==> config.mk <==
export PLATFORM = sky130hd
export DESIGN_NAME = load_store_unit
export DESIGN_NICKNAME = d
export VERILOG_FILES = /design/src/rtl/load_store_unit.sv
export SDC_FILE = /design/constraint.sdc
export NUM_CORES = 1
export LEC_CHECK = 0
export BUFFER_PORTS_ARGS = -buffer_cell sky130_fd_sc_hd__buf_2
export CORE_ASPECT_RATIO = 0.9
export CORE_MARGIN = 1
export CORE_UTILIZATION = 50
export CTS_CLUSTER_SIZE = 28
export DETAILED_ROUTE_END_ITERATION = 16
export PLACE_DENSITY = 0.92
export SLEW_MARGIN = 20
export SYNTH_ARGS = -nofsm -noshare
export SYNTH_HDL_FRONTEND = slang
export SYNTH_SLANG_ARGS = --single-unit
export TNS_END_PERCENT = 10
==> constraint.sdc <==
create_clock -name clk -period 4.91 [get_ports clk]
set_clock_uncertainty 0.2 [all_clocks]
set_input_delay 0.982 -clock clk [delete_from_list [all_inputs] [get_ports clk]]
set_output_delay 0.982 -clock clk [all_outputs]
set_load 0.05 [all_outputs]
==> src/rtl/load_store_unit.sv <==
// load_store_unit: byte/halfword/word load-store front end with read-modify-write for sub-word stores
module load_store_unit #(
  parameter int ADDR_WIDTH = 10
) (
  input  logic                  clk,
  input  logic                  reset,
  input  logic                  mem_read,
  input  logic                  mem_write,
  input  logic [1:0]            size,
  input  logic                  unsigned_ld,
  input  logic [31:0]           address,
  input  logic [31:0]           store_data,
  output logic [31:0]           load_data,
  output logic                  busy,
  output logic                  misaligned,
  output logic [ADDR_WIDTH-1:0] mem_addr,
  output logic                  mem_we,
  output logic [31:0]           mem_din,
  input  logic [31:0]           mem_dout
);
  typedef enum logic [1:0] {IDLE, LOAD_WAIT, RMW_WRITE} state_t;
  state_t state, state_nx;
  logic [1:0]            lane, sz;
  logic                  uns;
  logic [15:0]           sdata;
  logic [ADDR_WIDTH-1:0] waddr;
  logic [31:0]           ld_reg, shifted, ext, mask, merged;
  logic                  req, illegal;
  logic                  unused;
  assign unused  = ^{address[31:ADDR_WIDTH+2], store_data[31:16]};
  assign req     = mem_read | mem_write;
  assign illegal = (size == 2'b11) | (size == 2'b01 & address[0]) | (size == 2'b10 & |address[1:0]);
  // Lane extraction and lane merge; a halfword lane has lane[0]=0, so one byte-granular shift serves both sizes
  always_comb begin
    shifted = mem_dout >> {lane, 3'b000};
    ext     = sz == 2'b10 ? mem_dout :
              sz == 2'b01 ? {{16{~uns & shifted[15]}}, shifted[15:0]} :
                            {{24{~uns & shifted[7]}}, shifted[7:0]};
    mask    = (sz == 2'b01 ? 32'h0000_FFFF : 32'h0000_00FF) << {lane, 3'b000};
    merged  = (mem_dout & ~mask) | ((sz == 2'b01 ? {2{sdata}} : {4{sdata[7:0]}}) & mask);
  end
  // Next state and outputs; reset forces every strobe low combinationally
  always_comb begin
    state_nx   = state;
    busy       = 1'b0;
    misaligned = 1'b0;
    mem_we     = 1'b0;
    mem_din    = 32'h0;
    mem_addr   = waddr;
    load_data  = ld_reg;
    case (state)
      IDLE: begin
        mem_addr = address[ADDR_WIDTH+1:2];
        if (req && illegal) misaligned = 1'b1;
        else if (mem_write && size == 2'b10) begin
          mem_we  = 1'b1;
          mem_din = store_data;
        end else if (req) begin
          busy     = 1'b1;
          state_nx = mem_write ? RMW_WRITE : LOAD_WAIT;
        end
      end
      LOAD_WAIT: begin
        load_data = ext;
        state_nx  = IDLE;
      end
      RMW_WRITE: begin
        mem_we   = 1'b1;
        mem_din  = merged;
        state_nx = IDLE;
      end
      default: state_nx = IDLE;
    endcase
    if (reset) begin
      busy       = 1'b0;
      misaligned = 1'b0;
      mem_we     = 1'b0;
      mem_din    = 32'h0;
      load_data  = 32'h0;
      state_nx   = IDLE;
    end
  end
  // State register, request capture on acceptance, and load result hold
  always_ff @(posedge clk or posedge reset) begin
    if (reset) begin
      state  <= IDLE;
      lane   <= 2'b00;
      sz     <= 2'b00;
      uns    <= 1'b0;
      sdata  <= 16'h0;
      waddr  <= '0;
      ld_reg <= 32'h0;
    end else begin
      state <= state_nx;
      if (state == IDLE && state_nx != IDLE) begin
        lane  <= address[1:0];
        sz    <= size;
        uns   <= unsigned_ld;
        sdata <= store_data[15:0];
        waddr <= address[ADDR_WIDTH+1:2];
      end
      if (state == LOAD_WAIT) ld_reg <= ext;
    end
  end
endmodule

# After elaboration in Yosys (flattened, before gate mapping)
# Index checks and enable logic that the tools add are counted.
# classes
eq_ne	7
n_shift	2
muxes	29
n_bitwise	12
n_reduce_logical	6
# ops
cell	count
$mux W32	8
$and A32 B32 Y32	2
$pmux W32 S2	1
$not A32 Y32	1
$or A32 B32 Y32	1
$shl A16 B5 Y32	1
$shr A32 B5 Y16	1
$mux W16	1
$mux W2	6
$mux W1	11
$mux W10	1
$eq A2 B2 Y1 const B	4
$eq A2 B1 Y1 const B	3
$and A1 B1 Y1	4
$logic_and A1 B1 Y1	3
$or A1 B1 Y1	3
$logic_not A2 Y1	1
$pmux W1 S2	1
$reduce_bool A2 Y1	1
$reduce_or A2 Y1	1
$not A1 Y1	1
# totals
regBits	65
input_bits	103
word_cells	63

# Logic depth before layout (Yosys ltp)
# logic_depth
ltp_word	10
ltp_mapped	7

# Worst setup path before layout
# OpenSTA, ideal clock, no wires.
# synth_path
kind	input to output
from	input port mem_dout[15]
to	output port load_data[15]
arrival_ns	2.884
t_required_ns	3.728
path_slack_ns	0.844
path_stages	4
path_buffers	0
cell_sequence	mux2i_2 o22ai_1 o211ai_1 a311oi_1
# synth_via
elab_chain_cells	6
# synth_lines
element	line_no	rtl
start: declaration	19	input logic [31:0] mem_dout
$shr A32 B5 Y16	35	shifted = mem_dout >> {lane, 3'b000};
$and A1 B1 Y1	38	{{24{~uns & shifted[7]}}, shifted[7:0]};
$mux W32	37	sz == 2'b01 ? {{16{~uns & shifted[15]}}, shifted[15:0]} :
$mux W32 (*)	36	ext = sz == 2'b10 ? mem_dout :
$mux W32 (*)	51	case (state)
$mux W32 (*)	74	if (reset) begin
end: declaration	13	output logic [31:0] load_data,
# Every way passes the cells marked *; elsewhere a longest branch is shown, timed or not.

# Final worst setup path
# layout_path
from	register state[1]
to	output port load_data[15]
# layout_via
elab_chain_cells	3
# layout_lines
element	line_no	rtl
start: declaration	22	state_t state, state_nx;
start signal: assignment	94	state <= state_nx;
$eq A2 B1 Y1	51	
$mux W32	51	
$mux W32	74	
# Every way passes these cells.

==> flow_summary.toml <==
[die]
dieArea_sq_um = 9910
start_util_pct = 51.9
die_w_um = 105
core.rowCount = 33
die_h_um = 94.5
ios = 180
coreArea_sq_um = 9170

[finish]
post-route-util_pct = 63.3
antennaDiodeCount = 0
largest_register_ffs = 32
drive_above_1_share_pct = 38.4
fillCellCount = 800
fin_cells = 786
multi_input_area_sq_um = 2820
fin_nets = 762
seq_area_sq_um = 1630
area_growth_pct = 22.0

[timing]
rsz0062_at_grt = "false"
finalCritPeriodShare_pct = 86.1
fin_crit_ps = 4230
setup_violations = 0
tightest_slew_ps = 1100
max_clock_freq_mhz = 236
hold_violations = 0
slew_violations = 0
fin_setup_tns_ps = 0
holdWs_ps = 274
slew_headroom_pct = 26.9

[logic_synthesis]
ys_types = 52
synth_area_per_cell_sq_um = 9.15
synth_most_common_cell = "dfrtp_1"
ys_seq_elements = 65
ys_seq_area_share_pct = 34.2
synth_edf_count = 0
synth.area.top_cells = "dfrtp_1 (34%), mux2_4 (9.2%), mux2i_1 (5.1%), nor2_1 (5.1%), mux2_2 (5.0%)"
syn_area_sq_um = 4760
async_reset_ff_share_pct = 100
yosys.area.top_type = "dfrtp_1"
syn_nets = 623
synthFlopType = "dfrtp_1"
synthTopCellsByCount = "dfrtp_1 (65), nor2_1 (64), nand2_1 (32)"
yosysWarnings = 0
synth_top_area_share_pct = 34.2
syn_inst = 520

[worst_setup_path]
start_kind = "register"
reg2reg_slack_ps = 2050
worstSetupEndpoint = "load_data[15]"
critPathMaxFanout = 26
endpoint_kind = "output pin"
r2r-start = "state[1]$_DFF_PP0_"
critPathRequiredTime_ps = 3730
critPathKind = "reg2out"
worstPathArrival_ps = 3050
worstRegToRegCells = 5
cp-startpoint = "state[1]$_DFF_PP0_"
reg2reg_to = "ld_reg[15]$_DFF_PP0_"

[detailed_routing]
drc = 0
vias = 4787
ant_nets = 0
wl_um = 15100
avgRoutedWirePerCell_um = 19.2
drt_iter0_drc = 479
first_pass_iters = 5
viasPerCell = 6.09

[pwr]
leakage_nw = 3.03
power_density_nw_per_um2 = 431
ir_drop_uv = 258

[clock_network]
cts_inserted_buffers = 9
cts-root-buf = "clkbuf_8"
cts_buffer_depth = 2
postCtsSetupRepairBufs = 0
path_clk_slew_ps = 90
clk_latency_ps = 360
cts_htree_levels = 3
ctsResizeCount = 0
cts.sink_count = 65
cts_tree = "built"
cts_hold_buf = 0

[grt]
overflow = 0
antenna_found_initial = 0
grt_pass1_vias = 4623
grt_use_total_pct = 31.0
grt_first_pass_wirelength_um = 23700
grt_start_max_net_pins = 66

[placed_design]
placed_cells = 770
dp_hpwl_um = 11100
port_buffers = 159
routabilityCongestion = 0.986

[run]
maxCapViolations = 0

[outcome]
status = "finished clean"

[min_path]
hp-class = "reg2reg"
worstHoldStart = "ld_reg[4]$_DFF_PP0_"
## cells by family (layout without fill, tap and decap cells)
family                 after synthesis  in the layout  synth area share, %
muxes                               76             76                 19.8
AOI/OAI and AO/OA                  134            134                 20.7
buffers and inverters               68            212                 6.79
DFF                                 65             65                 34.2
and+or+nand+nor                    177            177                 18.6
## cells in the final DEF (no fill, tap or decap), types with 21 or more instances in the layout
master,n
nand2_1,32
buf_2,159
mux2_4,29
nor2_1,64
mux2_2,21
dfrtp_1,65
inv_1,23
nor3_1,23
mux2i_1,24
## routing by layer
layer,routed length [um],global-route usage (%),up-vias
met5,0,0,-
met4,464,13.3,0
met3,1280,6.28,37
met2,7090,49.9,278
met1,6290,40.9,2277
li1,-,-,2195
## stage by stage
step           worst slack, ps  total power [W]  area, sq um
2_1_floorplan              844          0.00169         4760
3_3_place_gp               757          0.00191         5570
3_5_place_dp               862          0.00195         5580
4_1_cts                    739          0.00249         5800
5_1_grt                    498          0.00262         5800
6_report                   680          0.00250         5800
## worst min-delay path by stage
stage	cells past startpoint	to	slack [ps]
floorplan	2	ld_reg[6]$_DFF_PP0_	230
global placement	2	ld_reg[6]$_DFF_PP0_	250
detailed placement	2	ld_reg[4]$_DFF_PP0_	260
CTS	2	ld_reg[4]$_DFF_PP0_	280
global route	2	ld_reg[6]$_DFF_PP0_	310
finish	2	ld_reg[4]$_DFF_PP0_	270
## critical path: stages, from the launching register on
cell      delay (ps)
dfrtp_1          750
nand2b_1         920
buf_4            310
a21oi_1           70
a311oi_1         300
buf_2            330
## cell type report
type	count	area share (%)
clock buffer	9	2.13
clock inverter	7	1.77
sequential	65	28.0
multi-input combinational	387	48.6
tap	122	2.63
inverter	25	1.62
timing repair buffer	171	15.3
## power by group
group,internal [W],switching [W]
registers,0.000678,0.000119
logic,0.000442,0.000732
clock network,0.000291,0.000237
Note: power is estimated with default switching activity, not from simulation.
